===== config.mk =====
export PLATFORM = sky130hd
export DESIGN_NAME = kong_sprite
export DESIGN_NICKNAME = d
export VERILOG_FILES = /design/src/rtl/kong_sprite_pkg.sv /design/src/rtl/kong_sprite_rom.sv /design/src/rtl/kong_sprite.sv
export SDC_FILE = /design/constraint.sdc
export NUM_CORES = 1
export LEC_CHECK = 0
export BUFFER_PORTS_ARGS = -buffer_cell sky130_fd_sc_hd__buf_2
export CORE_UTILIZATION = 47
export CTS_CLUSTER_SIZE = 30
export DETAILED_ROUTE_END_ITERATION = 6
export GPL_ROUTABILITY_DRIVEN = 0
export PLACE_DENSITY = 0.77
export SLEW_MARGIN = 10
export SYNTH_ARGS = -nofsm -noshare
export SYNTH_HDL_FRONTEND = slang
export SYNTH_SLANG_ARGS = --single-unit

===== constraint.sdc =====
create_clock -name clk -period 2.22 [get_ports clk]
set_input_delay 0.222 -clock clk [delete_from_list [all_inputs] [get_ports clk]]
set_output_delay 0.222 -clock clk [all_outputs]
set_load 0.01 [all_outputs]

===== src/rtl/kong_sprite_pkg.sv =====
// Shared constants, frame-index encoding and sprite texel art for the kong sprite renderer.
package kong_sprite_pkg;

  // Screen limits; the scan counter widths follow from them.
  localparam int unsigned SCR_W   = 640;
  localparam int unsigned SCR_H   = 480;
  localparam int unsigned HCNT_W  = $clog2(SCR_W);
  localparam int unsigned VCNT_W  = $clog2(SCR_H);

  // Sprite geometry (power-of-two sides).
  localparam int unsigned SPR_W   = 32;
  localparam int unsigned SPR_H   = 32;
  localparam int unsigned COL_W   = $clog2(SPR_W);
  localparam int unsigned ROW_W   = $clog2(SPR_H);
  localparam int unsigned FRAME_W = 3;
  localparam int unsigned ADDR_W  = FRAME_W + ROW_W + COL_W;
  localparam int unsigned RGB_W   = 12;

  // Right and bottom box limits are one bit wider so they clip instead of wrapping.
  localparam int unsigned H_SUM_W = HCNT_W + 1;
  localparam int unsigned V_SUM_W = VCNT_W + 1;

  localparam logic [RGB_W-1:0] TRANSP_KEY = 12'h000;

  typedef logic [FRAME_W-1:0] frame_idx_t;

  // Row-major ROM address: frame f occupies f*1024 .. f*1024+1023.
  typedef struct packed {
    logic [FRAME_W-1:0] frame;
    logic [ROW_W-1:0]   row;
    logic [COL_W-1:0]   col;
  } rom_addr_t;

  // Eight animation frames: the animation group plus the top bit of the animation counter.
  function automatic frame_idx_t frame_idx(input logic [1:0] anim_state, input logic anicnt_msb);
    return {anim_state, anicnt_msb};
  endfunction

  // Procedural kong art: every 8th row and the last column are see-through.
  function automatic logic [RGB_W-1:0] sprite_texel(input rom_addr_t a);
    if ((a.row[2:0] == 3'd7) || (a.col == 5'd31)) begin
      return TRANSP_KEY;
    end
    return {1'b1, a.frame, a.row[4:1], a.col[4:1]};
  endfunction

endpackage


===== src/rtl/kong_sprite_rom.sv =====
// 8192 x 12 sprite ROM with a registered read port (1-cycle latency).
module kong_sprite_rom
  import kong_sprite_pkg::*;
(
  input  logic             clk,
  input  logic             rst,
  input  rom_addr_t        addr,
  output logic [RGB_W-1:0] data
);

  logic [RGB_W-1:0] data_d;
  logic [RGB_W-1:0] data_q;

  // Texel lookup for the presented address.
  always_comb begin
    data_d = sprite_texel(addr);
  end

  // Registered read data.
  always_ff @(posedge clk or posedge rst) begin
    if (rst) begin
      data_q <= '0;
    end else begin
      data_q <= data_d;
    end
  end

  assign data = data_q;

endmodule


===== src/rtl/kong_sprite.sv =====
// Kong sprite pixel renderer: per-frame shadow of kong's pose and a fixed 3-stage ROM pipeline.
module kong_sprite
  import kong_sprite_pkg::*;
(
  input  logic              clk,
  input  logic              rst,
  input  logic              frame_tick,
  input  logic              de,
  input  logic [HCNT_W-1:0] hcnt,
  input  logic [VCNT_W-1:0] vcnt,
  input  logic [HCNT_W-1:0] kong_x,
  input  logic [VCNT_W-1:0] kong_y,
  input  logic              kong_state,
  input  logic [1:0]        animation_state,
  input  logic [3:0]        anicnt,
  output logic              pix_valid,
  output logic [RGB_W-1:0]  pix_rgb,
  output logic              pix_de
);

  logic [HCNT_W-1:0] sx_d, sx_q;
  logic [VCNT_W-1:0] sy_d, sy_q;
  frame_idx_t        sframe_d, sframe_q;
  logic              shide_d, shide_q;

  logic [H_SUM_W-1:0] h_end_c;
  logic [V_SUM_W-1:0] v_end_c;
  logic               in_box_d1_d, in_box_d1_q;
  logic               de_d1_d, de_d1_q;
  rom_addr_t          rom_addr_d, rom_addr_q;
  logic               in_box_d2_q, de_d2_q;
  logic [RGB_W-1:0]   rom_data;
  logic               pix_valid_d, pix_valid_q;
  logic [RGB_W-1:0]   pix_rgb_d, pix_rgb_q;
  logic               pix_de_q;

  // Only the animation counter MSB selects a frame; the low bits are ignored.
  logic unused_anicnt;
  assign unused_anicnt = ^anicnt[2:0];

  // Shadow kong's pose once per frame so a frame is never torn.
  always_comb begin
    sx_d     = sx_q;
    sy_d     = sy_q;
    sframe_d = sframe_q;
    shide_d  = shide_q;
    if (frame_tick) begin
      sx_d     = kong_x;
      sy_d     = kong_y;
      sframe_d = frame_idx(animation_state, anicnt[3]);
      shide_d  = ~kong_state;
    end
  end

  // Stage 1: box test against the shadow pose and ROM address formation.
  always_comb begin
    h_end_c     = {1'b0, sx_q} + H_SUM_W'(SPR_W);
    v_end_c     = {1'b0, sy_q} + V_SUM_W'(SPR_H);
    in_box_d1_d = de & ~shide_q
                & (hcnt >= sx_q) & ({1'b0, hcnt} < h_end_c)
                & (vcnt >= sy_q) & ({1'b0, vcnt} < v_end_c);
    de_d1_d     = de;
    rom_addr_d.frame = sframe_q;
    rom_addr_d.row   = ROW_W'(vcnt - sy_q);
    rom_addr_d.col   = COL_W'(hcnt - sx_q);
  end

  kong_sprite_rom u_rom (
    .clk  (clk),
    .rst  (rst),
    .addr (rom_addr_q),
    .data (rom_data)
  );

  // Stage 3: key out transparent texels and force colour to zero off-sprite.
  always_comb begin
    pix_valid_d = in_box_d2_q & (rom_data != TRANSP_KEY);
    pix_rgb_d   = pix_valid_d ? rom_data : '0;
  end

  // Shadow registers and pipeline flops; reset hides the sprite until the next tick.
  always_ff @(posedge clk or posedge rst) begin
    if (rst) begin
      sx_q        <= '0;
      sy_q        <= '0;
      sframe_q    <= '0;
      shide_q     <= 1'b1;
      in_box_d1_q <= 1'b0;
      de_d1_q     <= 1'b0;
      rom_addr_q  <= '0;
      in_box_d2_q <= 1'b0;
      de_d2_q     <= 1'b0;
      pix_valid_q <= 1'b0;
      pix_rgb_q   <= '0;
      pix_de_q    <= 1'b0;
    end else begin
      sx_q        <= sx_d;
      sy_q        <= sy_d;
      sframe_q    <= sframe_d;
      shide_q     <= shide_d;
      in_box_d1_q <= in_box_d1_d;
      de_d1_q     <= de_d1_d;
      rom_addr_q  <= rom_addr_d;
      in_box_d2_q <= in_box_d1_q;
      de_d2_q     <= de_d1_q;
      pix_valid_q <= pix_valid_d;
      pix_rgb_q   <= pix_rgb_d;
      pix_de_q    <= de_d2_q;
    end
  end

  assign pix_valid = pix_valid_q;
  assign pix_rgb   = pix_rgb_q;
  assign pix_de    = pix_de_q;

endmodule


==> impl_metrics.toml <==
[placed_design]
placed_area_mm2 = 0.00345
port_buffers = 59
dpl.cell_count = 407
hpwl_um = 3820

[sta]
tightest_slew_ns = 0.683
fin_tns_setup_ns = 0
drv_slew = 0
hold_viol_final = 0
rsz0062_at_grt = "no"
max_freq_mhz = 511
timing.hold.ws_ns = 0.0841
fin_crit_ns = 1.96
period_share = 0.882
finalSetupViolations = 0
skew_ns = 0.00557
slew_headroom = 0.544

[power]
ir_drop_mv = 0.460
p_clk_frac = 0.317
pwr-share-seq = 0.512
combPwrFrac = 0.172
leakagePower_nw = 1.87
p_int_mw = 2.04
p_per_area_mw_per_mm2 = 765
netSwitchingPower_mw = 0.750
swShare = 0.269

[drt]
wl_um = 5260
drt_first_pass_iters = 4
ant_nets = 0
vias = 2105
routedWlPerCell_um = 12.4
drt-initial-drc-count = 73
vias_per_cell = 4.95
drc = 0

[worst_hold_path]
hp-class = "in2reg"
min_from = "kong_x[4]"

[global_route]
grt_max_degree = 67
grt_pass1_vias = 2090
grt_util_all_layers = 0.180
grt_pass1_wl_um = 8860
antenna_found_initial = 0
grt_overflow = 0

[run_status]
status = "finished, final reports clean"

[worst_setup_path]
critPathRequiredTime_ns = 2.45
critPathCaptureType = "register"
startpoint = "sy_q[0]$_DFFE_PP0P_"
max_stage_delay_ns = 0.40
arrival_ns = 2.18
timing.rr.start = "sy_q[0]$_DFFE_PP0P_"
slowest_stage = "fa_1"
startpoint_type = "register"
crit_path_cell_trace = "ha_1 > fa_1 > nor2b_1 > o221ai_1 > a211oi_1 > o211ai_1 > and4bb_1"
crit_fanout = 2
crit_type = "reg2reg"

[cts]
numCtsBuffers = 9
htreeDepth = 3
cts_root_buffer = "clkbuf_8"
cts.sinks = 66
clkSlewWorstSetupHoldPaths_ns = 0.07
cts_buffer_depth = 2
cts_tree = "yes"
clk_latency_ns = 0.34

[floorplanning]
fp.dieH_um = 82.7
fp.coreArea_mm2 = 0.00631
die-area_mm2 = 0.00684
fp.dieW_um = 82.7
start_util = 0.485
ios = 63
rows = 29

[yosys]
synth-edff-count = 0
synth_fa_ha_area_frac = 0.136
synth_top_family_by_area = "adder cells"
synth_xor_area_frac = 0.0286
synth_mux_area_frac = 0.0184
yosys_register_bits = 66
seq_area_frac_synth = 0.540
syn-instance-count = 276
synth_flop_cell = "dfrtp_1"
yosys.area_share.simple = 0.126
syn_area_mm2 = 0.00306
syn_area_per_cell_um2 = 11.1
yosys_warnings = 0
synthDistinctLibCells = 36
async_flop_share = 1.00
syn_nets = 357
synth_compound_area_frac = 0.104

[finish]
final_area_mm2 = 0.00365
stdcell_count = 425
multi_input_area_mm2 = 0.00126
seq_area_mm2 = 0.00165
area_growth_pct = 19.3
antenna_cells = 0
drive_above_1_share = 0.239
final_core_util = 0.578
n_fill_cell = 548
finish.net_count = 425

[flow_run]
max_cap_viol_count = 0
## synth_stat cells, types with 2 or more instances
cell type	instances	area, um^2
nand3_1	5	25.0
inv_1	32	120
a21o_1	5	37.5
a21oi_1	12	60.1
nor4_1	3	18.8
nand4_1	4	25.0
a31oi_1	4	25.0
o21ai_1	3	15.0
ha_1	30	375
o21ai_0	22	110
fa_1	2	40.0
nand2_1	20	75.1
nor2_1	5	18.8
xnor2_1	8	70.1
xor2_1	2	17.5
dfrtp_1	65	1630
nor2b_1	4	25.0
and2_1	23	144
clkbuf_1	6	22.5
mux2_2	5	56.3
## layout make-up
class                   count  share of cell area
flip-flops and latches     66               0.453
clock inverters             3             0.00412
repair buffers             63              0.0947
multi-input cells         172               0.346
well taps                  77              0.0264
clock buffers              12              0.0425
inverters                  32              0.0329
## through the flow
step,setup WS (ns),power [mW]
after detailed placement,0.256,1.93
after global placement,0.286,1.90
final,0.262,2.79
after floorplan,0.345,1.78
after global routing,0.0745,2.97
after CTS,0.260,2.83
## path summary, 6_finish.rpt
path,end,slack (ns),depth (start not counted)
max reg2reg,in_box_d1_q$_DFF_PP0_,0.26,7
max,in_box_d1_q$_DFF_PP0_,0.26,7
min reg2reg,pix_de$_DFF_PP0_,0.36,0
max in group asynchronous,shide_q$_DFFE_PP1P_,1.40,4
min in group asynchronous,pix_rgb[4]$_DFF_PP0_,0.48,4
min,sx_q[4]$_DFFE_PP0P_,0.08,3
## routing by layer
metal	vias to the layer above	track usage	part of all wire
met1	965	0.216	0.44
met3	11	0.0615	0.063
met4	0	0.0897	0.023
li1	1064	-	-
met2	65	0.287	0.48
met5	-	0	0
## power groups by stage
stage          registers, mW  logic (mW)  clock network [mW]
3_5_place_dp            1.45       0.476                   0
2_1_floorplan           1.43       0.343                   0
5_1_grt                 1.45       0.555               0.961
6_report                1.43       0.479               0.884
4_1_cts                 1.43       0.485               0.912
3_3_place_gp            1.45       0.456                   0
## sequential cells by signal, indices dropped and copies added, names as in the netlist
signal and cells:
pix_rgb 12, u_rom.data 12, de_d2_q 1, sx_q 10
in_box_d2_q 1, pix_de 1, de_d1_q 1, in_box_d1_q 1
shide_q 1, pix_valid 1, sframe_q 3, sy_q 9
rom_addr_q 13
## cell families after synthesis
family / after synthesis
buffers and inverters: 38
muxes: 5
DFF: 66
xor gates and xnor gates: 10
and+or+nand+nor: 71
AOI/OAI and AO/OA: 54
adders and majority gates: 32
## repair_timing
item / CTS / global route
endpoints found under the hold margin: 67 / 0
hold buffers: 3 / 0
buffers inserted: 0 / 0
gates resized for setup: 0 / 0
## worst max-delay path, delay by kind of cell (launching register included)
family,cells,cell delay [ns]
flops,1,0.38
compound gates,3,0.50
simple gates,2,0.37
fa+ha+maj,2,0.61
## cell usage in the layout (no fill, tap or decap), types with 2 or more instances in the layout
cell type,synthesis,final
dfrtp_1,65,65
buf_2,0,59
inv_1,32,31
ha_1,30,30
and2_1,23,23
o21ai_0,22,22
nand2_1,20,20
a21oi_1,12,12
clkbuf_8,0,11
xnor2_1,8,8
mux2_2,5,5
nor2_1,5,5
a21o_1,5,5
nand3_1,5,5
nor2b_1,4,4
a31oi_1,4,4
nand4_1,4,4
o21ai_1,3,3
nor4_1,3,3
clkinv_2,0,3
dlygate4sd3_1,0,3
xor2_1,2,2
fa_1,2,2
Note: power is estimated with default switching activity, not from simulation.
